<file path="config.mk">
export PLATFORM = sky130hd
export DESIGN_NAME = bcd_scan_display
export DESIGN_NICKNAME = d
export VERILOG_FILES = /design/src/rtl/bcd_scan_display.sv
export SDC_FILE = /design/constraint.sdc
export NUM_CORES = 1
export LEC_CHECK = 0
export ABC_AREA = 1
export BUFFER_PORTS_ARGS = -buffer_cell sky130_fd_sc_hd__buf_2
export CAP_MARGIN = 20
export CORE_MARGIN = 3
export CORE_UTILIZATION = 57
export DETAILED_ROUTE_END_ITERATION = 8
export PLACE_DENSITY = 0.82
export SLEW_MARGIN = 15
export SYNTH_ARGS = -nofsm -noshare
export SYNTH_HDL_FRONTEND = slang
export SYNTH_SLANG_ARGS = --single-unit
</file>
<file path="constraint.sdc">
create_clock -name clk -period 1.7 [get_ports clk]
set_input_delay 0.34 -clock clk [delete_from_list [all_inputs] [get_ports clk]]
set_output_delay 0.34 -clock clk [all_outputs]
set_load 0.05 [all_outputs]
</file>
<file path="src/rtl/bcd_scan_display.sv">
// Multiplexed 7-segment BCD/hex scanner with shadowed data, leading-zero blanking,
// and registered outputs that lag the digit index by one cycle.
module bcd_scan_display #(
   parameter int NUM_DIGITS  = 4,
   parameter int REFRESH_DIV = 100000
) (
   input  logic                    clk,
   input  logic                    rst,
   input  logic [4*NUM_DIGITS-1:0] value,
   input  logic [NUM_DIGITS-1:0]   dp_in,
   input  logic                    load,
   input  logic                    hex_en,
   input  logic                    blank_lz,
   input  logic                    en,
   output logic [6:0]              seg,
   output logic                    dp,
   output logic [NUM_DIGITS-1:0]   an
);

   localparam int               PRE_W    = 24;
   localparam int               IDX_W    = (NUM_DIGITS > 1) ? $clog2(NUM_DIGITS) : 1;
   localparam logic [PRE_W-1:0] PRE_LAST = PRE_W'(REFRESH_DIV - 1);
   localparam logic [IDX_W-1:0] IDX_LAST = IDX_W'(NUM_DIGITS - 1);
   localparam logic [6:0]       SEG_OFF  = 7'b1111111;
   localparam logic [6:0]       SEG_DASH = 7'b0111111;

   logic [PRE_W-1:0]        presc;
   logic                    tick;
   logic [IDX_W-1:0]        idx;
   logic [4*NUM_DIGITS-1:0] shadow_val;
   logic [NUM_DIGITS-1:0]   shadow_dp;
   logic [3:0]              nib [NUM_DIGITS];
   logic [NUM_DIGITS-1:0]   zero_from;
   logic [3:0]              cur_nib;
   logic                    blank;
   logic [6:0]              seg_nxt;
   logic                    dp_nxt;
   logic [NUM_DIGITS-1:0]   an_nxt;

   // Segment order gfedcba, active-low.
   function automatic logic [6:0] decode(input logic [3:0] code, input logic hex);
      case (code)
         4'd0:    decode = 7'b1000000;
         4'd1:    decode = 7'b1111001;
         4'd2:    decode = 7'b0100100;
         4'd3:    decode = 7'b0110000;
         4'd4:    decode = 7'b0011001;
         4'd5:    decode = 7'b0010010;
         4'd6:    decode = 7'b0000010;
         4'd7:    decode = 7'b1111000;
         4'd8:    decode = 7'b0000000;
         4'd9:    decode = 7'b0010000;
         4'd10:   decode = hex ? 7'b0001000 : SEG_DASH;
         4'd11:   decode = hex ? 7'b0000011 : SEG_DASH;
         4'd12:   decode = hex ? 7'b1000110 : SEG_DASH;
         4'd13:   decode = hex ? 7'b0100001 : SEG_DASH;
         4'd14:   decode = hex ? 7'b0000110 : SEG_DASH;
         default: decode = hex ? 7'b0001110 : SEG_DASH;
      endcase
   endfunction

   assign tick = (presc == PRE_LAST);

   always_ff @(posedge clk) begin
      if (rst) begin
         presc <= '0;
         idx   <= '0;
      end else begin
         presc <= tick ? '0 : presc + PRE_W'(1);
         if (tick)
            idx <= (idx == IDX_LAST) ? '0 : idx + IDX_W'(1);
      end
   end

   // Shadow is the only source of displayed data, so a digit never mixes old and new.
   always_ff @(posedge clk) begin
      if (rst) begin
         shadow_val <= '0;
         shadow_dp  <= '0;
      end else if (load) begin
         shadow_val <= value;
         shadow_dp  <= dp_in;
      end
   end

   always_comb begin
      for (int i = 0; i < NUM_DIGITS; i++)
         nib[i] = shadow_val[4*i +: 4];
   end

   // zero_from[i] = nibble i and every higher nibble are zero.
   always_comb begin
      zero_from = '0;
      zero_from[NUM_DIGITS-1] = (nib[NUM_DIGITS-1] == 4'd0);
      for (int i = NUM_DIGITS - 2; i >= 0; i--)
         zero_from[i] = zero_from[i+1] & (nib[i] == 4'd0);
   end

   always_comb begin
      cur_nib = nib[idx];
      blank   = blank_lz && (idx != '0) && zero_from[idx];
      seg_nxt = blank ? SEG_OFF : decode(cur_nib, hex_en);
      dp_nxt  = ~shadow_dp[idx];
      an_nxt  = '1;
      if (en)
         an_nxt[idx] = 1'b0;
   end

   always_ff @(posedge clk) begin
      if (rst) begin
         seg <= SEG_OFF;
         dp  <= 1'b1;
         an  <= '1;
      end else begin
         seg <= seg_nxt;
         dp  <= dp_nxt;
         an  <= an_nxt;
      end
   end

endmodule

</file>
After elaboration in Yosys (flattened, before gate mapping)
Cells that the tools add are included.
{"block": "word_totals", "output_inout_bits": 12, "inputBits": 26, "wordCells": 64, "register_bits": 58}
{"block": "classes", "n_mux": 17, "eq_ne": 16, "n_reduce_logical": 12, "n_lt_le_gt_ge": 3, "n_bitwise": 7, "addsub": 2}
{"op": "$pmux 7 s15", "count": 1}
{"op": "$eq 4x4->1 const B", "count": 7}
{"op": "$add 24x1->24 const B", "count": 1}
{"op": "$eq 24x17->1 const B", "count": 1}
{"op": "$mux 6", "count": 4}
{"op": "$logic_not 4->1", "count": 5}
{"op": "$eq 4x3->1 const B", "count": 4}
{"op": "$bmux 4 s2", "count": 1}
{"op": "$eq 4x2->1 const B", "count": 2}
{"op": "$mux 4", "count": 2}
{"op": "$mux 7", "count": 1}
{"op": "$reduce_or 2->1", "count": 3}
{"op": "$mux 5", "count": 1}
{"op": "$bmux 1 s2", "count": 2}
{"op": "$eq 4x1->1 const B", "count": 1}
{"op": "$not 4->4", "count": 1}
{"op": "$and 1x1->1", "count": 3}
{"op": "$ge 3x3->1 const B", "count": 1}
{"op": "$logic_and 1x1->1", "count": 3}
{"op": "$lt 2x3->1 const B", "count": 1}
{"op": "$mux 1", "count": 3}
{"op": "$not 2->3", "count": 1}
{"op": "$add 2x1->2 const B", "count": 1}
{"op": "$demux 1 s2", "count": 1}
{"op": "other kinds (5)", "count": 6}

Longest topological paths before layout
{"block": "depth", "ltp_word": 8, "mapped_depth": 11}

Least setup slack after synthesis
No wires, ideal clock.
{"block": "synth_timing", "kind": "register to register", "from": "register presc[0]", "to": "register presc[8]", "setup_ps": 126, "t_arrival_ps": 1345, "t_required_ps": 1574, "stages_incl_launch_ff": 10, "slack_ps": 230, "n_path_buf": 1, "cell_sequence": "dfxtp_1 > ha_1 > nand2_1 > nor2_2 > inv_1 > nor3_2 > nand3_2 > nand2_2 > buf_6 > a211oi_1"}
{"block": "synth_between", "elab_chain_cells": 2, "word_cells_on_any_way": 3}
{"element": "start: declaration", "line": "27", "text": "logic [PRE_W-1:0] presc;"}
{"element": "start signal: assignment", "line": "69", "text": "presc <= tick ? '0 : presc + PRE_W'(1);"}
{"element": "parallel branches: the longest is 2 deep, another holds $add 24x1->24"}
Parallel ways; which one is timed is not known.
A chain may end at the register's enable or synchronous reset.

Worst setup path after layout
{"block": "layout_timing", "from": "register presc[0]", "to": "register presc[20]"}
The elaborated chain is that of the path after synthesis.

==> summary.txt <==
Synthesis
  • Part of the Yosys area used for sequential elements: 0.392
  • Share of flip-flops with an asynchronous set or reset: 0
  • Dominant combinational cell family by area after synthesis: simple AND/OR/NAND/NOR gates
  • Multiplexer area fraction after synthesis: 0
  • Post-synthesis sequential element count: 58
  • Syn Nets: 463
  • Post-synthesis share of cell area spent on and, or, nand and nor gates: 0.390
  • Post-synth EDFFs: 0
  • Warning count from the yosys run: 0
  • Adder and majority cell fraction of the synthesized area: 0.0211
  • Cell count after synthesis: 432
  • Most used flip-flop cell after synthesis: dfxtp_1
  • Total standard cell area after synthesis: 2960 um2
  • Mean instance size in the synthesized netlist: 6.85 um2
  • Synth cell types: 31
  • Post-Synth XOR/XNOR Area: 0.00888
  • Compound-gate portion of the synthesized area: 0.103

STA
  • Setup repair after global routing missed its margin: no
  • Final setup vio count: 0
  • Shortest period the worst path allows: 1610 ps
  • Highest clock rate: 622 MHz
  • Worst Max-Slew Pin Slew: 293 ps
  • Post-route fraction of the period consumed by the critical path: 0.945
  • Total count of max-transition violations in the final report: 0
  • Number of hold violations in the final report: 0
  • Final TNS setup: 0 ps
  • Max transition margin: 0.804
  • Maximum clock skew at final layout: 5.36 ps

Clock tree
  • Count of hold buffers inserted by post-cts repair: 0
  • Clock slew seen by the registers of the worst setup and hold paths: 70 ps
  • Clock root buffer: clkbuf_8
  • Total number of H-tree levels: 3
  • Num Clock Sinks: 58
  • CTS buffer count: 9
  • CTS tree: built
  • Buffer levels on the longest clock path: 2
  • Latest clock arrival within the worst-skew pair: 340 ps

GRT
  • Number of antenna violations at the first check in global routing: 0
  • GR Overflow Total: 0
  • First-pass GRT wire length: 12300 um
  • Overall Global Routing Usage: 0.251
  • Largest net degree at the start of global routing: 25
  • Number of global-route vias before repair: 2779

Pwr
  • Peak VDD IR: 0.000921 V
  • Leakage power of the design: 0.00152 uW
  • Ratio of total power to cell area: 988 nW/um2

Detailed routing
  • Residual DRC: 0
  • Remaining antenna violation count: 0
  • Via count: 2948
  • Total Wirelength: 7090 um
  • Routed WL per cell: 12.8 um
  • Vias per cell: 5.34
  • DRC marker count from the first detailed-route iteration: 292
  • TritonRoute pass-1 iters: 4

Critical path
  • Worst Path Class, Setup: reg -> reg
  • Kind of start point of the critical path: register
  • Sort of element at the end of the critical path: register
  • Setup slack of the worst register-to-register path: 90 ps
  • Max Fanout on Critical Path: 12
  • Count of cells along the worst register-to-register path: 9
  • Critical path required time: 1930 ps
  • Arrival time at the worst endpoint: 1830 ps

Outcome
  • Run status: completed

Floorplanning
  • I/O pin total: 38
  • Placeable core region: 4880 um2
  • Initial core utilization: 0.606
  • Height of the die: 78.1 um
  • Full die area: 6090 um2
  • # rows: 25
  • Die outline width: 78.1 um

Placement
  • Placed instance area: 3240 um2
  • Detailed-placement wirelength estimate: 5070 um
  • IO Port Bufs: 37
  • Placer Congestion: 0.932

Worst hold path
  • Type of the tightest min-delay check: in -> reg
  • Cell count of the worst hold path: 3

Final layout
  • Fraction of layout cells with a size suffix above 1: 0.200
  • Final #Nets: 511
  • Number of inserted diodes: 0
  • Fillers: 403
  • Cell area after layout: 3570 um2
  • Layout Area Growth over Synthesis: 20.8%

Run
  • Total of max-cap violations: 0
what timing repair did:
action,in CTS,in global routing
endpoints found under the setup margin,0,25
buffers inserted,0,0
gates resized for setup,0,11
cell type report:
cell class              instances  area (um2)  area share
clock inverters                 5         125      0.0350
well taps                      67        83.8      0.0235
multi-input cells             315        1580       0.442
inverters                      50         193      0.0539
flip-flops and latches         58        1170       0.326
clock buffers                  11         141      0.0396
repair buffers                 46         287      0.0802
layout by cell type, fill, tap and decap left out, types with 3 or more instances in the layout:
cell type,n
nand2_1,90
nor2_2,5
nand2_2,4
a21oi_1,24
nor3_1,7
nor2_1,74
inv_2,4
bufinv_16,4
o21ai_0,31
nand3_1,33
nand2_4,4
dfxtp_1,56
inv_1,43
nand3_2,6
ha_1,4
buf_4,6
nor2_4,4
nand3b_1,3
buf_2,37
clkbuf_8,10
nand4_1,11
nor3_2,3
per-stage QoR:
stage	std cells	total power [uW]	hold WS, ps	setup slack, ps	util
3_3_place_gp	535	1820	443	203	0.664
5_1_grt	552	3650	235	1.40	0.732
3_5_place_dp	535	1830	456	128	0.664
6_report	552	3530	223	93.5	0.732
4_1_cts	551	3520	215	96.4	0.719
2_1_floorplan	432	1730	430	230	-
path summary, 6_finish.rpt:
check	from	endpoint
worst min register to register	presc[0]	presc[0]
worst min-delay path	value[12]	shadow_val[12]
worst max register to register	presc[0]	presc[20]
worst max-delay path	presc[0]	presc[20]
cell usage after synthesis, drive strengths merged (2+ instances only):
cell type  number  share of area
buf             4          0.014
or2             2         0.0042
a211oi          2         0.0051
a21oi          24          0.041
nand3b          3         0.0076
nor3           10          0.020
nand2          98           0.14
clkbuf          5         0.0063
xor2            2         0.0059
inv            49          0.063
nor3b           2         0.0051
ha              5          0.021
nand4          11          0.023
nand3          39          0.076
o21ai          31          0.052
dfxtp          58           0.39
nor2           83           0.12
logic make-up after synthesis:
kind of cell / Yosys count
AOI/OAI and AO/OA: 59
DFF: 58
buffers and inverters: 59
adders and majority gates: 5
and+or+nand+nor: 248
xor gates and xnor gates: 3
per-layer routing:
metal | vias up | part of all wire | track usage
met3 | 15 | 0.056 | 0.0413
met1 | 1347 | 0.48 | 0.342
met5 | - | 0 | 0
li1 | 1492 | - | -
met2 | 94 | 0.44 | 0.387
met4 | 0 | 0.023 | 0.119
state kept, by name, summed over array words and instances (netlist names):
signal and flops:
an 4, shadow_val 16, seg 7, presc 24, idx 2, dp 1, shadow_dp 4
critical path, stage by stage, from the launching register on:
cell       delay (ps)
dfxtp_4           370
ha_4              140
nand2_2            80
nor2_4            120
inv_1              70
nor3_2            220
nand3_2           160
nand2_4           130
clkbuf_16         170
a21oi_1            50
where the power goes:
group	switching, uW	internal, uW
sequential	33.2	1420
combinational	242	123
clock	550	1160
total	826	2700
Note: power is estimated with default switching activity, not from simulation.
